## config.mk

```make
export PLATFORM = sky130hd
export DESIGN_NAME = vector_wb_arbiter
export DESIGN_NICKNAME = d
export VERILOG_FILES = /design/src/rtl/vector_wb_arbiter_pkg.sv /design/src/rtl/vwb_ld_fifo.sv /design/src/rtl/vector_wb_arbiter.sv
export SDC_FILE = /design/constraint.sdc
export NUM_CORES = 1
export LEC_CHECK = 0
export BUFFER_PORTS_ARGS = -buffer_cell sky130_fd_sc_hd__buf_4
export CAP_MARGIN = 20
export CELL_PAD_IN_SITES_DETAIL_PLACEMENT = 1
export CELL_PAD_IN_SITES_GLOBAL_PLACEMENT = 2
export CORE_ASPECT_RATIO = 1.5
export CORE_MARGIN = 2
export CORE_UTILIZATION = 40
export CTS_CLUSTER_DIAMETER = 100
export CTS_CLUSTER_SIZE = 16
export DETAILED_ROUTE_END_ITERATION = 8
export MAX_ROUTING_LAYER = met4
export PLACE_DENSITY = 0.94
export REMOVE_ABC_BUFFERS = 1
export SYNTH_ARGS = -nofsm -noshare
export SYNTH_HDL_FRONTEND = slang
export SYNTH_HIERARCHICAL = 1
export SYNTH_SLANG_ARGS = --single-unit
```

## constraint.sdc

```tcl
create_clock -name clk -period 20.3 [get_ports clk]
set_clock_uncertainty 0.2 [all_clocks]
set_input_delay 4.06 -clock clk [delete_from_list [all_inputs] [get_ports clk]]
set_output_delay 4.06 -clock clk [all_outputs]
set_load 0.03 [all_outputs]
```

## src/rtl/vector_wb_arbiter_pkg.sv

```systemverilog
// rtl/vector_wb_arbiter_pkg.sv - shared types and constants for the vector writeback arbiter
package vector_wb_arbiter_pkg;

  localparam int VREG_ADDR_W = 5;
  localparam int VREG_COUNT  = 32;
  localparam int VWB_DATA_W  = 128;

  typedef struct packed {
    logic [VREG_ADDR_W-1:0] rd;
    logic [VWB_DATA_W-1:0]  data;
  } vwb_req_t;

  typedef enum logic [1:0] {
    SRC_NONE,
    SRC_ALU,
    SRC_LD
  } vwb_src_e;

endpackage

```

## src/rtl/vwb_ld_fifo.sv

```systemverilog
// rtl/vwb_ld_fifo.sv - synchronous load-return FIFO with async active-low reset
module vwb_ld_fifo #(
  parameter int W     = 133,
  parameter int DEPTH = 2
) (
  input  logic         clk,
  input  logic         rst_n,
  input  logic         push_i,
  input  logic         pop_i,
  input  logic [W-1:0] data_i,
  output logic         full_o,
  output logic         empty_o,
  output logic [W-1:0] head_o
);

  localparam int PTR_W = $clog2(DEPTH);

  logic [W-1:0]   mem_q [DEPTH];
  logic [PTR_W-1:0] wr_ptr_q, rd_ptr_q;
  logic [PTR_W:0]   count_q, count_d;

  assign full_o  = (count_q == (PTR_W+1)'(DEPTH));
  assign empty_o = (count_q == '0);
  assign head_o  = mem_q[rd_ptr_q];

  always_comb begin
    count_d = count_q;
    case ({push_i, pop_i})
      2'b10:   count_d = count_q + 1'b1;
      2'b01:   count_d = count_q - 1'b1;
      default: count_d = count_q;
    endcase
  end

  // Storage needs no reset; only pointers and occupancy define validity.
  always_ff @(posedge clk) begin
    if (push_i) mem_q[wr_ptr_q] <= data_i;
  end

  always_ff @(posedge clk or negedge rst_n) begin
    if (!rst_n) begin
      wr_ptr_q <= '0;
      rd_ptr_q <= '0;
      count_q  <= '0;
    end else begin
      if (push_i) wr_ptr_q <= wr_ptr_q + PTR_W'(1);
      if (pop_i)  rd_ptr_q <= rd_ptr_q + PTR_W'(1);
      count_q <= count_d;
    end
  end

endmodule

```

## src/rtl/vector_wb_arbiter.sv

```systemverilog
// rtl/vector_wb_arbiter.sv - merges ALU and load results onto the vector register file write port
// Optional performance counters are enabled with VWB_PERF_CNT_EN.
module vector_wb_arbiter
  import vector_wb_arbiter_pkg::*;
#(
  parameter int DATA_W        = VWB_DATA_W,
  parameter int LD_FIFO_DEPTH = 2,
  parameter int STARVE_LIMIT  = 4
) (
  input  logic                   clk,
  input  logic                   rst_n,
  input  logic                   alu_valid_i,
  input  logic [VREG_ADDR_W-1:0] alu_rd_i,
  input  logic [DATA_W-1:0]      alu_data_i,
  output logic                   alu_stall_o,
  input  logic                   ld_valid_i,
  output logic                   ld_ready_o,
  input  logic [VREG_ADDR_W-1:0] ld_rd_i,
  input  logic [DATA_W-1:0]      ld_data_i,
  output logic                   wb_we_o,
  output logic [VREG_ADDR_W-1:0] wb_waddr_o,
  output logic [DATA_W-1:0]      wb_wdata_o,
  output logic                   proto_err_o
`ifdef VWB_PERF_CNT_EN
  ,
  output logic [31:0]            perf_alu_wr_o,
  output logic [31:0]            perf_ld_wr_o,
  output logic [31:0]            perf_stall_cyc_o
`endif
);

  localparam int REQ_W = VREG_ADDR_W + DATA_W;
  localparam int CNT_W = $clog2(STARVE_LIMIT + 1);

  logic             fifo_full, fifo_empty, fifo_push, fifo_pop;
  logic [REQ_W-1:0] fifo_head;
  vwb_src_e         src;

  logic                   we_q, we_d;
  logic [VREG_ADDR_W-1:0] waddr_q, waddr_d;
  logic [DATA_W-1:0]      wdata_q, wdata_d;
  logic                   stall_q, stall_d;
  logic                   perr_q, perr_d;
  logic [CNT_W-1:0]       starve_q, starve_d;

  assign ld_ready_o = !fifo_full;
  assign fifo_push  = ld_valid_i && ld_ready_o;
  assign fifo_pop   = (src == SRC_LD);

  vwb_ld_fifo #(
    .W     (REQ_W),
    .DEPTH (LD_FIFO_DEPTH)
  ) u_ld_fifo (
    .clk     (clk),
    .rst_n   (rst_n),
    .push_i  (fifo_push),
    .pop_i   (fifo_pop),
    .data_i  ({ld_rd_i, ld_data_i}),
    .full_o  (fifo_full),
    .empty_o (fifo_empty),
    .head_o  (fifo_head)
  );

  always_comb begin
    src = SRC_NONE;
    if (alu_valid_i && !stall_q) src = SRC_ALU;
    else if (!fifo_empty)        src = SRC_LD;

    we_d    = 1'b0;
    waddr_d = waddr_q;
    wdata_d = wdata_q;
    if (src == SRC_ALU) begin
      waddr_d = alu_rd_i;
      wdata_d = alu_data_i;
      we_d    = (alu_rd_i != '0);
    end else if (src == SRC_LD) begin
      waddr_d = fifo_head[REQ_W-1 -: VREG_ADDR_W];
      wdata_d = fifo_head[DATA_W-1:0];
      we_d    = (fifo_head[REQ_W-1 -: VREG_ADDR_W] != '0);
    end

    // A waiting head that did not win this cycle can only have lost to the ALU.
    starve_d = starve_q;
    if (fifo_empty || fifo_pop)                    starve_d = '0;
    else if (starve_q != CNT_W'(STARVE_LIMIT))     starve_d = starve_q + 1'b1;

    stall_d = (starve_d == CNT_W'(STARVE_LIMIT)) && !fifo_empty && !fifo_pop;
    perr_d  = perr_q || (alu_valid_i && stall_q);
  end

  always_ff @(posedge clk or negedge rst_n) begin
    if (!rst_n) begin
      we_q     <= 1'b0;
      waddr_q  <= '0;
      wdata_q  <= '0;
      stall_q  <= 1'b0;
      perr_q   <= 1'b0;
      starve_q <= '0;
    end else begin
      we_q     <= we_d;
      waddr_q  <= waddr_d;
      wdata_q  <= wdata_d;
      stall_q  <= stall_d;
      perr_q   <= perr_d;
      starve_q <= starve_d;
    end
  end

  assign wb_we_o     = we_q;
  assign wb_waddr_o  = waddr_q;
  assign wb_wdata_o  = wdata_q;
  assign alu_stall_o = stall_q;
  assign proto_err_o = perr_q;

`ifdef VWB_PERF_CNT_EN
  logic [31:0] perf_alu_q, perf_ld_q, perf_stall_q;

  always_ff @(posedge clk or negedge rst_n) begin
    if (!rst_n) begin
      perf_alu_q   <= '0;
      perf_ld_q    <= '0;
      perf_stall_q <= '0;
    end else begin
      if (src == SRC_ALU) perf_alu_q   <= perf_alu_q + 32'd1;
      if (src == SRC_LD)  perf_ld_q    <= perf_ld_q + 32'd1;
      if (stall_q)        perf_stall_q <= perf_stall_q + 32'd1;
    end
  end

  assign perf_alu_wr_o    = perf_alu_q;
  assign perf_ld_wr_o     = perf_ld_q;
  assign perf_stall_cyc_o = perf_stall_q;
`endif

endmodule

```

==> flow_summary.yaml <==
run_status:
  status: "finished, final reports clean"
logic_synthesis:
  yosys_warnings: 6
  yosysSeqAreaShare_pct: 69.7
  synth-edff-count: 266
  synth.area.top_cells: "edfxtp_1 (48%), dfrtp_1 (22%), mux2i_1 (8.0%), mux2_4 (5.4%), mux2_2 (5.0%)"
  synthesis.area_per_instance_um2: 15.9
  ys_top_cells_by_count: "edfxtp_1 (266), dfrtp_1 (143), mux2i_1 (133), nand2_1 (133), o21ai_0 (106)"
  synth-seq-cells: 409
  synth_most_common_cell: "edfxtp_1"
  synth_cell_types: 37
  netlist.area_leader.share_pct: 48.2
  synth_ff_type: "edfxtp_1"
  yosysTopAreaCell: "edfxtp_1"
  async_flop_share_pct: 35.0
  synth_area_um2: 16600
  syn_inst: 1041
sta:
  finalHoldViolations: 0
  period_needed_ps: 6320
  worstMarginPinSlew_ps: 1130
  drv_slew: 0
  setup_violations: 0
  period_share_pct: 31.1
  fmax_ghz: 0.158
  slew_headroom_pct: 24.6
  setup_tns_ps: 0
  grt_setup_unrepaired: "false"
  setup_ws_ps: 13980
worst_setup_path:
  worst_setup_path_start_kind: "input pin"
  reg2reg_from: "u_ld_fifo/count_q[0]"
  critPathMaxFanout: 69
  timing.rr.end: "u_ld_fifo/count_q[1]"
  criticalPathCategory: "in2reg"
  arrival_ps: 6310
  rr_worst_depth: 6
  worstPathRequired_ps: 20290
  r2r_slack_ps: 16770
  end_kind: "register"
cts:
  cts-resized-gates: 0
  cts_made_buffers: 29
  cts_tree: "yes"
  clkTransAtPathRegs_ps: 70
  insertion_delay_ps: 580
  post-cts-setup-buffers: 0
  cts_max_level: 1
  root_buffer: "clkbuf_16"
  cts_sinks: 409
  postCtsHoldBufs: 0
  ctsLongestPathBuffers: 3
final_layout:
  num-nets-final: 1703
  layout-drive-gt1-share_pct: 40.6
  area_delta_synth_final_pct: 25.1
  fillers: 4063
detailed_routing:
  wirelength_met1_mm: 15.4
  drc: 0
  viasPerCell: 5.03
  vias: 9950
  drt-initial-drc-count: 422
  routed-wl-met3_mm: 2.02
  wirelength_mm: 44.4
  firstDrtPassIters: 5
  avgRoutedWirePerCell_um: 22.5
  dr.max_layer_used: "met4"
  ant_nets: 0
  met2_length_mm: 24.6
placed_design:
  gp_congestion: 0.795
  dpl.hpwl_mm: 30.7
  port_buffers: 406
  pre_cts_slack_ps: 13380
global_routing:
  antenna_found_initial: 15
  grt_first_pass_wirelength_mm: 65.3
  grtUsageTotal_pct: 20.7
  grt_pass1_vias: 11073
  grt_max_degree: 106
  grt_overflow: 0
power:
  switchingPower_w: 0.00109
  p_comb_share_pct: 39.6
  p_seq_share_pct: 42.1
  pwr-share-clk_pct: 18.3
  p_int_w: 0.00193
  p_sw_share_pct: 36.1
  p_leak_nw: 8.48
  power_density_nw_per_um2: 145
  ir_worst_vdd_mv: 0.0767
die:
  start_util_pct: 40.5
  fp-row-count: 91
  die_y_um: 253
  die_area_um2: 43100
  die_w_um: 170
  coreArea_um2: 41000
  ios: 407
run:
  maxCapViolCount: 0
worst_hold_path:
  hp-start: "proto_err_o"
  hp-class: "reg2reg"
  hold_path_end: "proto_err_o"
  hold-path-cell-count: 1
[layer usage]
metal | GRT usage, % | vias up
met5 | - | -
met4 | 11.9 | 0
met3 | 3.38 | 111
li1 | - | 4578
met2 | 36.9 | 297
met1 | 21.6 | 4964
[critical path: stages]
cell     delay [ps]
buf_4            70
nor2b_1         230
inv_1           130
nor2_4          110
buf_4           720
buf_4           870
[how the worst max path moves through the flow]
| stage | start | endpoint | slack (ps) | depth (start not counted) |
|---|---|---|---|---|
| 3_5_place_dp | ld_valid_i | u_ld_fifo/mem_q[0][131] | 13380 | 6 |
| 3_3_place_gp | ld_valid_i | u_ld_fifo/mem_q[0][100] | 13400 | 6 |
| 5_1_grt | ld_valid_i | u_ld_fifo/mem_q[0][131] | 13830 | 6 |
| 4_1_cts | ld_valid_i | u_ld_fifo/mem_q[0][131] | 14000 | 6 |
| 6_report | ld_valid_i | u_ld_fifo/mem_q[0][131] | 13980 | 6 |
| 2_1_floorplan | ld_valid_i | u_ld_fifo/mem_q[0][0] | 9600 | 3 |
[power groups by stage]
| stage | clock [W] | sequential, W | combinational, W |
|---|---|---|---|
| 2_1_floorplan | 0 | 0.00153 | 0.000668 |
| 3_3_place_gp | 0 | 0.00127 | 0.00118 |
| 3_5_place_dp | 0 | 0.00129 | 0.00121 |
| 4_1_cts | 0.000567 | 0.00127 | 0.00121 |
| 5_1_grt | 0.000597 | 0.00129 | 0.00127 |
| 6_report | 0.000550 | 0.00127 | 0.00119 |
[registers in the layout, summed over array words and instances (netlist names)]
signal              count
u_ld_fifo/rd_ptr_q      1
u_ld_fifo/wr_ptr_q      1
wb_wdata_o            128
u_ld_fifo/mem_q       266
wb_we_o                 1
u_ld_fifo/count_q       2
proto_err_o             1
starve_q                3
wb_waddr_o              5
alu_stall_o             1
[area by class of cell]
type	count	area, µm²	share of cell area [%]
inverters	4	15.0	0.0724
well taps	511	639	3.08
clock inverters	2	17.5	0.0844
clock buffers	51	808	3.90
repair buffers	419	3170	15.3
flip-flops and latches	409	11600	55.8
multi-input cells	567	4490	21.7
diodes	15	37.5	0.181
[cell families after synthesis]
logic type,synth area share (%)
AOI/OAI and AO/OA,4.23
xor gates and xnor gates,0.264
adders and majority gates,0.226
buffers and inverters,3.29
DFF,69.7
muxes,18.4
and+or+nand+nor,3.85
[layout by cell type (no fill, tap or decap), drive strengths merged]
cell,synthesis,final
buf,47,419
edfxtp,266,266
dfrtp,143,143
o21ai,135,135
mux2i,133,133
nand2,133,133
mux2,133,133
clkbuf,14,51
diode,0,15
inv,4,6
nor2,6,6
ha,3,3
xor2,3,3
nor2b,3,3
nor3,2,2
or4,2,2
xnor2,2,2
or2b,1,1
nor3b,1,1
a21oi,1,1
and3,1,1
nand3b,1,1
or3b,1,1
nand2b,1,1
a31oi,1,1
nor4b,1,1
a21o,1,1
o31ai,1,1
and2,1,1
[stage by stage]
step	utilization (%)	power, W	hold WS, ps	std cells	instance area, µm²
after floorplan	-	0.00220	254	980	16100
after global placement	48.4	0.00245	240	1909	19900
after detailed placement	48.4	0.00249	250	1909	19900
after CTS	50.5	0.00305	267	1962	20700
after global routing	50.6	0.00316	293	1978	20700
final	50.6	0.00301	264	1978	20700
Power figures use the tool's default switching activity.
